<file path="src/rtl/seq_mult_8b_pkg.sv">
// seq_mult_8b_pkg: shared definitions for the sequential 8x8 multiplier.
//   state_t   : controller state encoding. The ALU controller uses these names
//               for its stall logic, so the values are fixed.
//   COUNT_W   : width of the iteration counter.
//   ITER_LAST : counter value of the final iteration.
package seq_mult_8b_pkg;

  typedef enum logic [1:0] {
    ST_IDLE = 2'd0,
    ST_CALC = 2'd1,
    ST_DONE = 2'd2
  } state_t;

  localparam int unsigned    COUNT_W   = 3;
  localparam logic [COUNT_W-1:0] ITER_LAST = 3'd7;

endpackage : seq_mult_8b_pkg

</file>
<file path="src/rtl/adder_8b.sv">
// adder_8b: 8-bit ripple-carry adder shared across the ALU datapath.
//   a, b : addends
//   cin  : carry in
//   sum  : 8-bit sum
//   cout : carry out
module adder_8b (
  input  logic [7:0] a,
  input  logic [7:0] b,
  input  logic       cin,
  output logic [7:0] sum,
  output logic       cout
);

  logic carry;

  // NOTE: every output of a combinational block gets a value on every path
  // before it is used, so no latch can be inferred.
  always_comb begin
    carry = cin;
    sum   = '0;
    for (int i = 0; i < 8; i++) begin
      sum[i] = a[i] ^ b[i] ^ carry;
      carry  = (a[i] & b[i]) | (carry & (a[i] ^ b[i]));
    end
    cout = carry;
  end

endmodule : adder_8b

</file>
<file path="src/rtl/seq_mult_ctrl.sv">
// seq_mult_ctrl: FSM and iteration counter for the sequential multiplier.
//   clk, reset : clock and synchronous active-high reset
//   start      : multiply request, honoured only in IDLE
//   busy       : registered, high while in CALC
//   done       : registered, one-cycle pulse in DONE
//   load       : accept strobe (IDLE and start), datapath captures operands
//   step       : high in CALC, datapath performs one iteration
//   last       : high on the final iteration, datapath captures the product
module seq_mult_ctrl
  import seq_mult_8b_pkg::*;
(
  input  logic clk,
  input  logic reset,
  input  logic start,
  output logic busy,
  output logic done,
  output logic load,
  output logic step,
  output logic last
);

  state_t             state;
  logic [COUNT_W-1:0] count;

  // Strobes decode the state register only; start merely qualifies load.
  assign load = (state == ST_IDLE) && start;
  assign step = (state == ST_CALC);
  assign last = (state == ST_CALC) && (count == ITER_LAST);

  // NOTE: sequential state uses non-blocking assignments so every register
  // samples the pre-edge values of its neighbours.
  always_ff @(posedge clk) begin
    if (reset) begin
      state <= ST_IDLE;
      count <= '0;
      busy  <= 1'b0;
      done  <= 1'b0;
    end else begin
      case (state)
        ST_IDLE: begin
          done <= 1'b0;
          if (start) begin
            state <= ST_CALC;
            count <= '0;
            busy  <= 1'b1;
          end
        end
        ST_CALC: begin
          count <= count + 1'b1;
          if (count == ITER_LAST) begin
            state <= ST_DONE;
            busy  <= 1'b0;
            done  <= 1'b1;
          end
        end
        ST_DONE: begin
          // start is deliberately ignored here.
          state <= ST_IDLE;
          done  <= 1'b0;
        end
        default: begin
          // Encoding 2'd3 is unreachable; recover to IDLE.
          state <= ST_IDLE;
          busy  <= 1'b0;
          done  <= 1'b0;
        end
      endcase
    end
  end

endmodule : seq_mult_ctrl

</file>
<file path="src/rtl/seq_mult_8b.sv">
// seq_mult_8b: unsigned 8x8 shift-and-add multiplier, one add per clock.
//   clk, reset   : clock and synchronous active-high reset
//   start        : multiply request, sampled only in IDLE
//   multiplicand : operand M, captured on the accepting edge
//   multiplier   : operand Q, captured on the accepting edge
//   busy         : high during the 8 iteration cycles
//   done         : one-cycle pulse when product becomes valid
//   product      : 16-bit registered result, held until next completion/reset
module seq_mult_8b
  import seq_mult_8b_pkg::*;
#(
  parameter int WIDTH = 8,
  parameter int ITER  = 8
) (
  input  logic                 clk,
  input  logic                 reset,
  input  logic                 start,
  input  logic [WIDTH-1:0]     multiplicand,
  input  logic [WIDTH-1:0]     multiplier,
  output logic                 busy,
  output logic                 done,
  output logic [2*WIDTH-1:0]   product
);

  // The datapath is hard-wired to adder_8b.
  if (WIDTH != 8 || ITER != WIDTH) begin : g_cfg_error
    $error("seq_mult_8b supports only WIDTH=8, ITER=8");
  end

  logic [7:0] a;      // accumulator
  logic [7:0] q;      // multiplier / low product bits
  logic [7:0] m;      // multiplicand
  logic       c;      // 9th accumulator bit
  logic       load;
  logic       step;
  logic       last;

  logic [7:0] add_sum;
  logic       add_cout;
  logic [7:0] s;
  logic       c_n;

  seq_mult_ctrl u_ctrl (
    .clk   (clk),
    .reset (reset),
    .start (start),
    .busy  (busy),
    .done  (done),
    .load  (load),
    .step  (step),
    .last  (last)
  );

  adder_8b u_add (
    .a    (a),
    .b    (m),
    .cin  (1'b0),
    .sum  (add_sum),
    .cout (add_cout)
  );

  // Partial-product select: add M only when the current multiplier bit is 1.
  always_comb begin
    if (q[0]) {c_n, s} = {add_cout, add_sum};
    else      {c_n, s} = {c, a};
  end

  // NOTE: all datapath registers are plain flops, so each gets an explicit
  // reset value; there is no storage array here that would need to skip it.
  always_ff @(posedge clk) begin
    if (reset) begin
      a       <= '0;
      q       <= '0;
      m       <= '0;
      c       <= 1'b0;
      product <= '0;
    end else if (load) begin
      m <= multiplicand;
      q <= multiplier;
      a <= '0;
      c <= 1'b0;
    end else if (step) begin
      // {C,A,Q} shifted right by one: the carry lands in A[7] and is cleared.
      a <= {c_n, s[7:1]};
      q <= {s[0], q[7:1]};
      c <= 1'b0;
      if (last) product <= {c_n, s, q[7:1]};
    end
  end

endmodule : seq_mult_8b
</file>
<file path="config.mk">
export PLATFORM = sky130hd
export DESIGN_NAME = seq_mult_8b
export DESIGN_NICKNAME = d
export VERILOG_FILES = /design/src/rtl/seq_mult_8b_pkg.sv /design/src/rtl/adder_8b.sv /design/src/rtl/seq_mult_ctrl.sv /design/src/rtl/seq_mult_8b.sv
export SDC_FILE = /design/constraint.sdc
export NUM_CORES = 1
export LEC_CHECK = 0
export BUFFER_PORTS_ARGS = -buffer_cell sky130_fd_sc_hd__buf_2
export CAP_MARGIN = 30
export CORE_MARGIN = 10
export CORE_UTILIZATION = 50
export CTS_BUF_LIST = sky130_fd_sc_hd__clkbuf_2
export DETAILED_ROUTE_END_ITERATION = 8
export PLACE_DENSITY = 0.71
export SKIP_LAST_GASP = 1
export SLEW_MARGIN = 40
export SYNTH_ARGS = -nofsm -noshare
export SYNTH_HDL_FRONTEND = slang
export SYNTH_HIERARCHICAL = 1
export SYNTH_SLANG_ARGS = --single-unit
</file>
<file path="constraint.sdc">
create_clock -name clk -period 4.3 [get_ports clk]
set_input_delay 0.86 -clock clk [delete_from_list [all_inputs] [get_ports clk]]
set_output_delay 0.86 -clock clk [all_outputs]
set_load 0.01 [all_outputs]
</file>
* Yosys cells after proc, flatten, opt, wreduce, memory -nomap -nowiden
Index checks and enable logic that the tools add are counted.
** Word-level totals
- Register bits after elaboration :: 47
- Word-level logic and storage cells :: 77
- Input bits :: 19
** Cells by class
- Muxes and demuxes :: 12
- Equality and inequality tests :: 5
- Add/sub/neg operators :: 1
- Reductions and logical operators :: 11
- Bitwise gates (word level) :: 40
** Operators with widths (number)
- 2-to-1 mux 8 bit :: 3
- AND 1 bit :: 15
- XOR 1 bit :: 15
- bitwise OR 1 bit :: 7
- case mux 3 bit (2 select lines) :: 1
- AND reduction 3 bit :: 2
- 2-to-1 mux 2 bit :: 2
- case mux 2 bit (2 select lines) :: 1
- AND reduction 2 bit :: 2
- nonzero test 2 bit :: 2
- OR reduction 2 bit :: 2
- adder 3 x 1 -> 3 bit, second input constant :: 1
- == test 3 bit, second input constant :: 1
- 2-to-1 mux 1 bit :: 3
- 2-to-1 mux 3 bit :: 1
- inverter 1 bit :: 3
- case mux 1 bit (3 select lines) :: 1
- == test 2 x 1 -> 1 bit, second input constant :: 1
- == test 2 bit, second input constant :: 1
- logical AND 1 bit :: 2
- logical NOT 2 bit :: 1
- inequality test 2 x 1 -> 1 bit, second input constant :: 1
- inequality test 2 bit, second input constant :: 1

* Depth between registers and ports, before layout
- Depth in word-level cells :: 17
- Mapped depth :: 14
- Gate-level depth less buffers :: 14

* Hierarchy
Netlist, hierarchy kept.
** Modules (own cells, without submodules)
- seq_mult_8b :: area an instance 1616.6 µm², sequential area each 800.8 µm², cells each 163, times used 1
- seq_mult_ctrl :: area an instance 302.8 µm², sequential area each 140.1 µm², cells each 31, times used 1
- adder_8b :: area an instance 197.7 µm², sequential area each 0.0 µm², cells each 18, times used 1

* Least setup slack after synthesis
OpenSTA, ideal clock, no wires.
- Path type :: reg-to-reg
- Start point :: register a[0]
- End point :: register product[14]
- Setup slack :: 0.594 ns
- Buffers on the path :: 0
- Data required time :: 4.220 ns
- Arrival :: 3.627 ns
- Cell stages (with the launch flop) :: 15
- Path through :: dfxtp_1 -> fa_1 -> inv_1 -> fa_1 -> inv_1 -> fa_1 -> fa_1 -> fa_1 -> fa_1 -> fa_1 -> inv_1 -> fa_1 -> inv_1 -> mux2i_1 -> a211oi_2
** On the way
- Cells in the longest elaborated chain, start to end :: 15
** Ends and longest elaborated chain
- start: declaration :: RTL line seq_mult_8b.sv:30 : logic [7:0] a;
- start signal: assignment :: RTL line seq_mult_8b.sv:84 : a <= {c_n, s[7:1]};
- AND 1 bit (2 in a row) :: RTL line adder_8b.sv:23 : carry = (a[i] & b[i]) | (carry & (a[i] ^ b[i]));
- bitwise OR 1 bit :: RTL line adder_8b.sv:23
- AND 1 bit :: RTL line adder_8b.sv:23
- bitwise OR 1 bit :: RTL line adder_8b.sv:23
- AND 1 bit :: RTL line adder_8b.sv:23
- bitwise OR 1 bit :: RTL line adder_8b.sv:23
- AND 1 bit :: RTL line adder_8b.sv:23
- bitwise OR 1 bit :: RTL line adder_8b.sv:23
- AND 1 bit :: RTL line adder_8b.sv:23
- bitwise OR 1 bit :: RTL line adder_8b.sv:23
- AND 1 bit :: RTL line adder_8b.sv:23
- bitwise OR 1 bit :: RTL line adder_8b.sv:23
- XOR 1 bit :: RTL line adder_8b.sv:22 : sum[i] = a[i] ^ b[i] ^ carry;
- named net add_sum[7] :: RTL line seq_mult_8b.sv:38 : logic [7:0] add_sum;
- 2-to-1 mux 8 bit :: RTL line seq_mult_8b.sv:64 : if (q[0]) {c_n, s} = {add_cout, add_sum};
- end signal: assignment :: RTL line seq_mult_8b.sv:87 : if (last) product <= {c_n, s, q[7:1]};
- end: declaration :: RTL line seq_mult_8b.sv:22 : output logic [2*WIDTH-1:0] product
The timed path passes the listed nets, and every way through them passes these cells.
A chain may end at the register's enable or synchronous reset.

* Worst setup path in the final report
Same ends and word-level chain as after synthesis.

==> flow_metrics.env <==
export IMPL_status="finished, final reports clean"
export IMPL_final_cells=294
export IMPL_drtIter0Drc=74
export IMPL_synth_nets=241
export IMPL_vias=1509
export IMPL_min_path_type="reg2reg"
export IMPL_clockRootBuffer="clkbuf_2"
export IMPL_fin_tns_setup_ps=0
export IMPL_antenna_found_initial=0
export IMPL_pin_count=37
export IMPL_initial_core_util_pct=52.17
export IMPL_rr_worst_depth=14
export IMPL_finalCritPeriodShare_pct=89.65
export IMPL_postCtsSetupBuffers=0
export IMPL_overflow=0
export IMPL_layout_nets=272
export IMPL_ys_top_cells_by_area="dfxtp_1 44%, mux2i_1 12%, fa_1 7.6%"
export IMPL_cp_max_fo=3
export IMPL_synth_seq_cells=47
export IMPL_hold_depth=2
export IMPL_clk_pin_slew_ps=230
export IMPL_yosysWarningCount=6
export IMPL_cap_viol_max_count=0
export IMPL_cpMostUsedCell="fa_1"
export IMPL_relSlewSlack_pct=55.12
export IMPL_synth_cells=212
export IMPL_insertedDiodeCount=0
export IMPL_fmax_mhz=259.4
export IMPL_min_period_ps=3855
export IMPL_synthesis_area_um2=2117
export IMPL_worstReg2RegEnd="product[14]"
export IMPL_synth_cell_types=33
export IMPL_postRouteAntennaNets=0
export IMPL_critical_path_class="reg2reg"
export IMPL_cp_start_kind="register"
export IMPL_core_area_um2=4058
export IMPL_holdBufCountCts=0
export IMPL_grt_pass1_wl_um=6706
export IMPL_insertion_delay_ps=400
export IMPL_tightest_slew_ps=671.8
export IMPL_wl_per_cell_um=13.04
export IMPL_fp_dieW_um=85.07
export IMPL_setup_viol=0
export IMPL_crit_buf_inv=4
export IMPL_r2r_start="a[0]"
export IMPL_grt_max_degree=43
export IMPL_dp_hpwl_um=2737
export IMPL_numCtsBuffers=5
export IMPL_crit_chain="fa_1 > inv_1 > fa_1 > inv_1 > fa_1 > fa_1 > fa_1 > fa_1 > fa_1 > inv_1 > fa_1 > inv_1 > mux2i_1 > a211oi_2"
export IMPL_crit_slowest_cell="fa_1"
export IMPL_min_to="product[5]"
export IMPL_path_delay_family="adder cells"
export IMPL_p_leak_nw=1.002
export IMPL_finalHoldViolCount=0
export IMPL_min_from="product[5]"
export IMPL_synth_top_area_share_pct=44.44
export IMPL_design_area_um2=2338
export IMPL_synth_top_area_cell="dfxtp_1"
export IMPL_drt_pass1_iter_count=4
export IMPL_drive_above_1_share_pct=25.82
export IMPL_std_cell_rows=23
export IMPL_slew_viol_final=0
export IMPL_synth_edff_count=0
export IMPL_cts_tree="yes"
export IMPL_cp_required_ps=4650
export IMPL_groute_usage_overall_pct=10.91
export IMPL_cp_end_kind="register"
export IMPL_synth_yosys_seq_area_share_pct=44.44
export IMPL_cts_sinks=47
export IMPL_dieArea_um2=7237
export IMPL_synth_common_cells="47 x dfxtp_1, 26 x nor2_1, 25 x mux2i_1"
export IMPL_dp_cells=285
export IMPL_clk_path_buf_depth=2
export IMPL_syn_avg_cell_area_um2=9.986
export IMPL_rsz0062_at_grt="no"
export IMPL_gp_congestion=0.7852
export IMPL_wl_um=3835
export IMPL_cts_resized=0
export IMPL_avgViaCountPerCell=5.133
export IMPL_critPathMaxStageDelay_ps=410
export IMPL_io_buffers=36
export IMPL_synthFlopType="dfxtp_1"
export IMPL_r2r_slack_ps=450
export IMPL_powerDensity_nw_per_um2=310.1
export IMPL_dpl_cell_area_um2=2273
export IMPL_num_fill_cells=366
export IMPL_syn_to_final_growth_pct=10.46
export IMPL_utilization_pct=57.63
export IMPL_skew_ps=23.51
export IMPL_arrival_ps=4200
export IMPL_drc=0
export IMPL_irDropWorstVdd_v=0.0001867
export IMPL_first_global_vias=1524
export IMPL_cts_htree_levels=2
export IMPL_die_y_um=85.07
export IMPL_synth_async_reset_ratio_pct=0
export IMPL_yosysMostFrequentCell="dfxtp_1"
==> cell type report <==
cell class,count,area (um^2),area share (%)
Inverter,12,45.04,1.926
Clock buffer,6,30.03,1.284
Tap cell,50,62.56,2.675
Timing Repair Buffer,38,215.2,9.203
Clock inverter,2,7.507,0.3210
Multi-Input combinational cell,139,1037,44.36
Sequential cell,47,940.9,40.24
==> how the worst max path moves through the flow <==
stage,startpoint,end,slack (ps),depth (start not counted)
floorplan,a[0],product[14],590,14
global placement,a[0],product[14],510,14
detailed placement,a[0],product[14],470,14
CTS,a[0],product[14],420,14
global route,a[0],product[14],260,14
finish,a[0],product[14],450,14
==> worst register-to-register path: stages, from the launching register on <==
cell,delay (ps)
dfxtp_1,390
fa_1,410
inv_1,70
fa_1,150
inv_1,50
fa_1,370
fa_1,380
fa_1,390
fa_1,390
fa_1,360
inv_1,70
fa_1,400
inv_1,60
mux2i_1,90
a211oi_2,230
==> logic make-up (layout without fill, tap and decap cells) <==
family	count (synthesis)	count (layout)	share of synthesized area, %
buf+inv	26	58	6.855
mux	32	32	15.54
simple gates	57	57	12.41
compound gates	39	39	11.82
other cells	1	1	0.1771
fa+ha+maj	10	10	8.747
flops	47	47	44.44
==> registers in the layout (all words and copies together) (netlist names) <==
signal / flops
q: 8
u_ctrl/count: 3
a: 8
product: 16
m: 8
u_ctrl/busy: 1
u_ctrl/done: 1
u_ctrl/state: 2
==> layer usage <==
layer | vias up | wire length, um | track usage [%]
met5 | - | 0 | 0
met4 | 0 | 51 | 3.593
met3 | 5 | 213 | 4.302
met2 | 27 | 1801 | 18.32
met1 | 710 | 1768 | 12.30
li1 | 767 | - | -
==> through the flow <==
stage | power (W) | worst slack, ps | hold slack, ps
floorplan | 0.0005387 | 593.7 | 438.9
global placement | 0.0005577 | 506.5 | 440.3
detailed placement | 0.0005595 | 467.1 | 445.7
CTS | 0.0007324 | 421.2 | 469.7
global route | 0.0007591 | 256.7 | 487.0
finish | 0.0007251 | 445.2 | 466.6
==> placed cells by master (no fill, tap or decap), drive strengths merged, types with 2 or more instances in the layout <==
cell    instances
dfxtp          47
buf            38
nor2           30
mux2i          25
a21oi          17
nand2          16
inv            12
o21ai           8
fa              8
a211oi          8
mux2            7
clkbuf          6
nor3            2
nand3           2
clkinv          2
a22oi           2
ha              2
nor2b           2
==> power by group <==
group,switching (W),internal (W),total [W]
logic,0.0000429,0.0000414,0.0000842
clock network,0.000134,0.0000392,0.000173
registers,0.0000151,0.000453,0.000468
total,0.000192,0.000533,0.000725
No activity file was read; power rests on OpenSTA's default activity.
